File: src/rtl/tanh_inverse_search_4bit_pkg.sv
// Shared types and helpers for the 4-bit tanh inverse search.
package tanh_inv_pkg;

    localparam int unsigned W          = 4;
    localparam int unsigned SWEEP_LAST = (1 << W) - 1;

    typedef logic [W-1:0] code_t;

    typedef enum logic [1:0] {
        IDLE,
        SWEEP,
        DONE
    } state_t;

    function automatic code_t abs_diff(input code_t a, input code_t b);
        return (a > b) ? code_t'(a - b) : code_t'(b - a);
    endfunction

endpackage

File: src/rtl/tanh_inverse_search_4bit_if.sv
// Target-in / result-out handshake bundle for the tanh inverse search.
interface tanh_inv_if;
    import tanh_inv_pkg::*;

    logic  in_valid;
    logic  in_ready;
    code_t in_y;
    logic  out_valid;
    logic  out_ready;
    code_t out_x;
    code_t out_y;
    code_t out_err;
    logic  out_hit;

    modport master (
        output in_valid, in_y, out_ready,
        input  in_ready, out_valid, out_x, out_y, out_err, out_hit
    );

    modport slave (
        input  in_valid, in_y, out_ready,
        output in_ready, out_valid, out_x, out_y, out_err, out_hit
    );

endinterface

File: src/rtl/tanh_approx_fwd_4bit.sv
// Combinational 4-bit approximate tanh f(x); range is {0,3,4,11,12}.
module tanh_approx_fwd_4bit
    import tanh_inv_pkg::*;
(
    input  code_t x,
    output code_t y
);

    assign y = {x[1], ~x[0] & (x[1] | (x[3] & x[2])), x[0], x[0]};

endmodule

File: src/rtl/tanh_inverse_search_4bit.sv
// Sweeps X = 0..15 through f and returns the smallest X with f(X) closest to Y.
// Define TANH_INV_EARLY_EXIT_EN to stop the sweep at the first exact match.
module tanh_inverse_search_4bit
    import tanh_inv_pkg::*;
#(
    parameter int unsigned W = 4
) (
    input  logic       clk,
    input  logic       rst,
    tanh_inv_if.slave  bus
);

    if (W != 4) begin : g_bad_width
        $error("tanh_inverse_search_4bit: W must be 4");
    end

    state_t state_q, state_d;
    code_t  cand_q, cand_d;
    code_t  best_x_q, best_x_d;
    code_t  best_err_q, best_err_d;
    code_t  y_q, y_d;

    code_t  f_cand;
    code_t  f_best;
    code_t  err_c;
    logic   done;

    tanh_approx_fwd_4bit u_fwd_cand (
        .x (cand_q),
        .y (f_cand)
    );

    tanh_approx_fwd_4bit u_fwd_best (
        .x (best_x_q),
        .y (f_best)
    );

    assign err_c = abs_diff(f_cand, y_q);

    always_ff @(posedge clk) begin
        if (rst) begin
            state_q    <= IDLE;
            cand_q     <= '0;
            best_x_q   <= '0;
            best_err_q <= '0;
            y_q        <= '0;
        end else begin
            state_q    <= state_d;
            cand_q     <= cand_d;
            best_x_q   <= best_x_d;
            best_err_q <= best_err_d;
            y_q        <= y_d;
        end
    end

    always_comb begin
        state_d    = state_q;
        cand_d     = cand_q;
        best_x_d   = best_x_q;
        best_err_d = best_err_q;
        y_d        = y_q;
        unique case (state_q)
            IDLE: begin
                if (bus.in_valid) begin
                    y_d        = bus.in_y;
                    cand_d     = '0;
                    best_x_d   = '0;
                    best_err_d = '1;
                    state_d    = SWEEP;
                end
            end
            SWEEP: begin
                // Strict compare keeps the smallest X on ties.
                if (err_c < best_err_q) begin
                    best_x_d   = cand_q;
                    best_err_d = err_c;
                end
                if (cand_q == code_t'(SWEEP_LAST)) begin
                    state_d = DONE;
                end else begin
                    cand_d = code_t'(cand_q + 1'b1);
                end
`ifdef TANH_INV_EARLY_EXIT_EN
                if (err_c == '0) begin
                    state_d = DONE;
                end
`endif
            end
            DONE: begin
                if (bus.out_ready) begin
                    state_d = IDLE;
                end
            end
            default: state_d = IDLE;
        endcase
    end

    assign done          = (state_q == DONE);
    assign bus.in_ready  = (state_q == IDLE);
    assign bus.out_valid = done;
    assign bus.out_x     = done ? best_x_q : '0;
    assign bus.out_y     = done ? f_best : '0;
    assign bus.out_err   = done ? best_err_q : '0;
    assign bus.out_hit   = done && (best_err_q == '0);

endmodule

File: src/flat_wrapper.sv
// flat-port wrapper written by rule: the top's interface ports become plain ports
module tanh_inverse_search_4bit_flat import tanh_inv_pkg::*;
#(
    parameter int unsigned W = 4
)
  (clk, rst, bus_in_valid, bus_in_y, bus_out_ready, bus_in_ready, bus_out_valid, bus_out_x, bus_out_y, bus_out_err, bus_out_hit);
  tanh_inv_if bus_i ();
  input  logic clk;
  input  logic rst;
  input wire logic [$bits(bus_i.in_valid)-1:0] bus_in_valid;
  input wire logic [$bits(bus_i.in_y)-1:0] bus_in_y;
  input wire logic [$bits(bus_i.out_ready)-1:0] bus_out_ready;
  output wire logic [$bits(bus_i.in_ready)-1:0] bus_in_ready;
  output wire logic [$bits(bus_i.out_valid)-1:0] bus_out_valid;
  output wire logic [$bits(bus_i.out_x)-1:0] bus_out_x;
  output wire logic [$bits(bus_i.out_y)-1:0] bus_out_y;
  output wire logic [$bits(bus_i.out_err)-1:0] bus_out_err;
  output wire logic [$bits(bus_i.out_hit)-1:0] bus_out_hit;
  assign bus_i.in_valid = bus_in_valid;
  assign bus_i.in_y = bus_in_y;
  assign bus_i.out_ready = bus_out_ready;
  assign bus_in_ready = bus_i.in_ready;
  assign bus_out_valid = bus_i.out_valid;
  assign bus_out_x = bus_i.out_x;
  assign bus_out_y = bus_i.out_y;
  assign bus_out_err = bus_i.out_err;
  assign bus_out_hit = bus_i.out_hit;
  tanh_inverse_search_4bit #(.W(W)) u_core (.clk(clk), .rst(rst), .bus(bus_i));
endmodule
File: config.mk
export PLATFORM = sky130hd
export DESIGN_NAME = tanh_inverse_search_4bit_flat
export DESIGN_NICKNAME = d
export VERILOG_FILES = /design/src/rtl/tanh_inverse_search_4bit_pkg.sv /design/src/rtl/tanh_inverse_search_4bit_if.sv /design/src/rtl/tanh_approx_fwd_4bit.sv /design/src/rtl/tanh_inverse_search_4bit.sv /design/src/flat_wrapper.sv
export SDC_FILE = /design/constraint.sdc
export NUM_CORES = 1
export LEC_CHECK = 0
export CAP_MARGIN = 25
export CORE_UTILIZATION = 56
export CTS_CLUSTER_DIAMETER = 50
export DETAILED_ROUTE_END_ITERATION = 16
export GPL_TIMING_DRIVEN = 0
export HOLD_SLACK_MARGIN = 0.12
export PLACE_DENSITY_LB_ADDON = 0.15
export SLEW_MARGIN = 10
export SYNTH_ARGS = -nofsm -noshare
export SYNTH_HDL_FRONTEND = slang
export SYNTH_HIERARCHICAL = 1
export SYNTH_SLANG_ARGS = --single-unit
File: constraint.sdc
create_clock -name clk -period 6.9 [get_ports clk]
set_input_delay 2.07 -clock clk [delete_from_list [all_inputs] [get_ports clk]]
set_output_delay 2.07 -clock clk [all_outputs]
set_load 0.01 [all_outputs]
## Word-level counts from Yosys, hierarchy flattened

Index checks and enable logic that the tools add are counted.
W data, S select, Z words.

| operators by class | value |
|---|---|
| add/subtract/negate cells | 3 |
| mux-type cells | 16 |
| order comparisons | 2 |
| bitwise gates (word level) | 8 |
| reduce and logical (&&, ||, !) cells | 8 |
| equal/unequal tests | 8 |

Operators with widths:

| kind | count |
|---|---|
| $mux W4 | 9 |
| $pmux W4 S2 | 3 |
| $reduce_and A3 Y1 | 3 |
| $sub A4 B4 Y4 | 2 |
| $mux W2 | 3 |
| $ne A2 B2 Y1 const B | 3 |
| $pmux W2 S3 | 1 |
| $add A4 B1 Y4 const B | 1 |
| $and A1 B1 Y1 | 4 |
| $eq A4 B4 Y1 const B | 1 |
| $gt A4 B4 Y1 | 1 |
| $logic_not A4 Y1 | 1 |
| $lt A4 B4 Y1 | 1 |
| $ne A2 B1 Y1 const B | 2 |
| $eq A2 B1 Y1 const B | 1 |
| $eq A2 B2 Y1 const B | 1 |
| $logic_not A2 Y1 | 1 |
| $not A1 Y1 | 2 |
| $or A1 B1 Y1 | 2 |
| $reduce_and A2 Y1 | 1 |
| $reduce_bool A2 Y1 | 1 |
| $logic_and A1 B1 Y1 | 1 |

| word-level totals | value |
|---|---|
| flip-flop bits (word level) | 18 |
| output and inout bits | 15 |
| word-level logic and storage cells | 50 |
| input port bits | 8 |

## Logic depth before layout (Yosys ltp)

| depth | value |
|---|---|
| depth after elaboration | 8 |
| depth in mapped cells | 16 |

## By module

The synthesis kept the hierarchy.

Modules (own cells, without submodules):

| module | instances | area each (um^2) | cells each | sequential area each (um^2) |
|---|---|---|---|---|
| tanh_inverse_search_4bit | 1 | 1,229.9 | 150 | 360.3 |
| tanh_approx_fwd_4bit | 2 | 31.3 | 5 | 0.0 |

## Worst setup path before layout

Ideal clock, no wire load.

| path | value |
|---|---|
| path type | register -> output |
| start point | register u_core.state_q[1] |
| end point | output bus_out_err[0] |
| data arrival time | 1,099 ps |
| setup slack | 3,731 ps |
| buffers on the path | 1 |
| cell stages (with the launch flop) | 4 |
| data required time | 4,830 ps |
| cells stage by stage | dfxtp_1 -> nor2b_1 -> clkbuf_1 -> and2_1 |

| on the way | value |
|---|---|
| word-level cells in the longest chain between the ends | 2 |

Ends and longest elaborated chain:

| item | RTL line | text |
|---|---|---|
| from (decl) | tanh_inverse_search_4bit.sv:17 | `state_t state_q, state_d;` |
| from (signal assigned) | tanh_inverse_search_4bit.sv:48 | `state_q <= state_d;` |
| $eq A2 B2 Y1 | tanh_inverse_search_4bit.sv:98 | `assign done = (state_q == DONE);` |
| via bus_out_valid | flat_wrapper.sv:14 | `output wire logic [$bits(bus_i.out_valid)-1:0] bus_out_valid;` |
| $mux W4 | tanh_inverse_search_4bit.sv:103 | `assign bus.out_err = done ? best_err_q : '0;` |
| to (decl) | flat_wrapper.sv:17 | `output wire logic [$bits(bus_i.out_err)-1:0] bus_out_err;` |

The timed path passes the listed nets, and every way through them passes these cells.

## Worst setup path after layout

| path | value |
|---|---|
| start point | register u_core.state_q[1] |
| end point | output bus_out_y[2] |

| on the way | value |
|---|---|
| word-level cells in the longest chain between the ends | 2 |

Ends and longest elaborated chain:

| item | RTL line | text |
|---|---|---|
| $eq A2 B2 Y1 | tanh_inverse_search_4bit.sv:98 |  |
| $mux W4 | tanh_inverse_search_4bit.sv:102 | `assign bus.out_y = done ? f_best : '0;` |
| to (decl) | flat_wrapper.sv:16 | `output wire logic [$bits(bus_i.out_y)-1:0] bus_out_y;` |

Every way passes these cells.

==> results.md <==
- Share of cells above drive strength 1: 11.9%
- Power density over the cells: 178 nW/um^2
- Primary FF master, synth: dfxtp_1
- Compound-cell area share of the yosys netlist: ~15%
- Shortest clock period the worst path allows after layout: just over 4 ns
- Launching point of the worst reg2reg path: u_core/cand_q[0]
- Simple logic cell fraction of the synthesized area: 25.7%
- Critical path cell sequence: nor2b_1 -> clkbuf_1 -> and2_1 -> clkdlybuf4s50_1
- Ys async rst share: 0%
- Clock sinks: 18
- Final total negative setup slack: 0 ns
- #FFs+latches synth: 18
- Largest incremental delay on the critical path: approximately 0.53 ns
- Starting Density: roughly three fifths
- Critical path data required time: just under 5 ns
- Ranking of synthesized cells by instance count: nand2_1, dfxtp_1, inv_1, and2_1, nor2_1
- Number of nets in the layout: just over 200
- Overall fraction of global-route tracks in use: between 20% and 30%
- Number of detailed-route iterations in the first pass: 4
- Placed cell count: between 200 and 250
- Clk_skew: ~0.0066 ns
- Skew-Pair Late Insertion Delay: about 0.30 ns
- Main combinational cell family by area after synthesis: simple AND/OR/NAND/NOR gates
- Count of antenna-violating nets left after detailed routing: 0
- Post-Syn Area: ~1300 sq um
- Fraction of synthesized cell area taken by the top area cell type: between 20% and 30%
- Buffer cell driving the clock tree root: clkbuf_4
- Wire length of the first global-routing pass: ~4900 um
- Transition at the pin with the smallest max-transition slack: about 0.47 ns
- Horizontal die dimension: about 50 um
- Worst voltage drop across the vdd grid: between 0.1 and 0.15 mV
- Die height: 50.0 um
- DRC violations left: 0
- Final global-route overflow total: 0
- Count of flip-flops with a built-in enable after synthesis: 0
- Worst hold margin: approximately 0.47 ns
- Boundary Pins: 23
- Hold-fix buffer count after cts: 0
- Maximum fanout along the worst path: 10
- Count of cells resized by post-cts repair: 0
- # port buffers: 21
- Result of the run: completed
- Xor-xnor portion of the synthesized cell area: roughly 2.7%
- Max frequency: approximately 240 MHz
- Reg2Reg Depth: 15
- Max Root-Sink Buffers: 2
- Top cells by area in the synthesized netlist: dfxtp_1, ha_1, nand2_1
- Overall routed net length: 2780 um
- Number of antenna violations at the first check in global routing: 0
- Final Instance Count excl. Fillers: roughly 210
- Hold violation total from the final report: 0
- First-iteration detailed-routing DRC count: 13
- Cell type contributing the most total cell area after synthesis: dfxtp_1
- Avg Vias per Cell: between 5 and 6
- Share of synthesized area spent on multiplexers: 6.00%
- Lkg Pwr: between 0.6 and 0.7 nW
- Max-slew violation count: 0
- Family of cells with the greatest summed delay on the critical path: buffers and inverters
- Headroom to the max-slew limit: 68.8%
- Gp weighted congestion: slightly above 0.8
- Category of the worst setup path launch point: flip-flop
- Number of buffers inserted by post-CTS setup repair: 0
- Antenna cells: 0
- Critical path capture point type: primary output
- Die footprint: between 2000 and 3000 sq um
- Number of warnings reported in the yosys synthesis log: 6
- Worst R2R End: u_core/best_x_q[0]
- CP max stage cell: clkdlybuf4s50_1
- Flop-to-flop setup slack: about 3.4 ns
- Start point of the critical path: u_core/state_q[1]
- Critical path arrival: between 2 and 2.5 ns
- Share of the yosys chip area belonging to registers: 27.9%
- Number of violations of the max-capacitance limit: 0
- Multi-input gate area: slightly above 800 sq um
- Final core utilization: a little under three quarters
- Number of buffer and inverter stages on the critical path: 2
- Final HPWL from detailed placement: approximately 2200 um
- Total CTS buffers: 3
- Number of gates on the worst path with buffers counted: 4
- Syn avg cell area: roughly 8.1 sq um
- Final cycle utilization of the critical path: between 60% and 70%
- TritonCTS clock tree: yes
- Distinct cell type count of the synthesized netlist: 40
- Layout-stage area growth over the synthesis result: 21.8%
- # setup viols final: 0
- Setup repair after global routing missed its margin: false
- Pin count of the biggest net entering global routing: 11
- Post-Synthesis Cells: 160
- Per-cell routed wire length: around 13 um
- Type of the setup path with the least slack: reg -> out
- Standard-cell rows: 17
- Worst setup path endpoint: bus_out_y[2]
- Worst hold path type: reg -> reg
- Level count of the clock H-tree: 1
- Flip-flop and latch area: between 300 and 400 sq um
- Vias in the first global route: around 1,200
- Overall via count from detail_route: 1,184
- Core Area: 2190 sq um
- Setup WS post-layout: about 2.8 ns
- Worst Setup Slack post-DPL: around 3 ns
- Adder-Cell Fraction of Synth Area: between 10% and 20%
- Count of fill cells added during filler insertion: 176
- Synthesized Nets: 181
- Clock Pin Slew Worst Setup and Hold Paths: 0.10 ns
- Most instantiated library cell after synthesis: nand2_1
==> final cells by class <==
cell class                 count  share of cell area (%)
buffer                        11                    4.13
clock buffer                   4                    2.31
inverter                      14                    3.34
multi-input combinational    117                    51.7
sequential                    18                    22.9
tap                           28                    2.23
timing repair buffer          21                    13.4
==> power by group <==
part,switching [mW],total [mW],internal (mW)
Combinational,0.0521,0.0966,0.0445
Sequential,0.00735,0.119,0.112
Clock,0.0329,0.0651,0.0322
==> how the worst min path moves through the flow <==
stage	start	end	slack, ns	depth (start not counted)
2_1_floorplan	u_core/y_q[3]	u_core/y_q[3]	0.44	2
3_3_place_gp	u_core/y_q[3]	u_core/y_q[3]	0.45	2
3_5_place_dp	u_core/y_q[3]	u_core/y_q[3]	0.46	2
4_1_cts	u_core/y_q[3]	u_core/y_q[3]	0.48	2
5_1_grt	u_core/y_q[3]	u_core/y_q[3]	0.52	2
6_report	u_core/y_q[3]	u_core/y_q[3]	0.47	2
==> sequential cells by signal (all words and copies together), names as in the netlist <==
signal and count:
u_core/y_q 4, u_core/state_q 2, u_core/best_x_q 4, u_core/best_err_q 4, u_core/cand_q 4
==> layout by cell type, fill, tap and decap left out, types with 2 or more instances in the layout <==
cell type        instances
clkdlybuf4s50_1         21
nand2_1                 21
dfxtp_1                 18
inv_1                   14
nor2_1                  12
and2_1                  12
a21oi_1                 11
ha_1                    11
buf_4                    6
mux2_2                   5
clkbuf_1                 4
nor3_1                   4
clkbuf_4                 3
nor2b_1                  3
nand3_1                  3
o21ai_0                  2
xnor2_1                  2
nand2b_1                 2
nor3b_1                  2
xor2_1                   2
o211ai_1                 2
or3_1                    2
o311a_1                  2
fa_1                     2
==> worst min-delay path, stage by stage, from the launching register on <==
cell and delay, ns:
dfxtp_1 0.32, nand2_1 0.05, a21oi_1 0.06
==> cells by family after synthesis <==
| kind of cell | after synthesis |
|---|---|
| AO/OA/AOI/OAI | 27 |
| XOR/XNOR | 4 |
| adder cells (fa/ha/maj) | 13 |
| buffers and inverters | 25 |
| flip-flops | 18 |
| multiplexers | 7 |
| AND/OR/NAND/NOR | 66 |
==> through the flow <==
stage	instance area [sq um]	power, mW
floorplan	1290	0.193
global placement	1540	0.211
detailed placement	1540	0.217
CTS	1570	0.282
global route	1570	0.299
finish	1570	0.281
==> metal layers <==
| layer | global-route usage [%] | routed length, um | share of wire [%] |
|---|---|---|---|
| met5 | 0 | 0 | 0 |
| met4 | 12.9 | 53 | 1.9 |
| met3 | 3.09 | 81 | 2.9 |
| met2 | 44.2 | 1380 | 50 |
| met1 | 30.0 | 1260 | 45 |
Power figures use the tool's default switching activity.
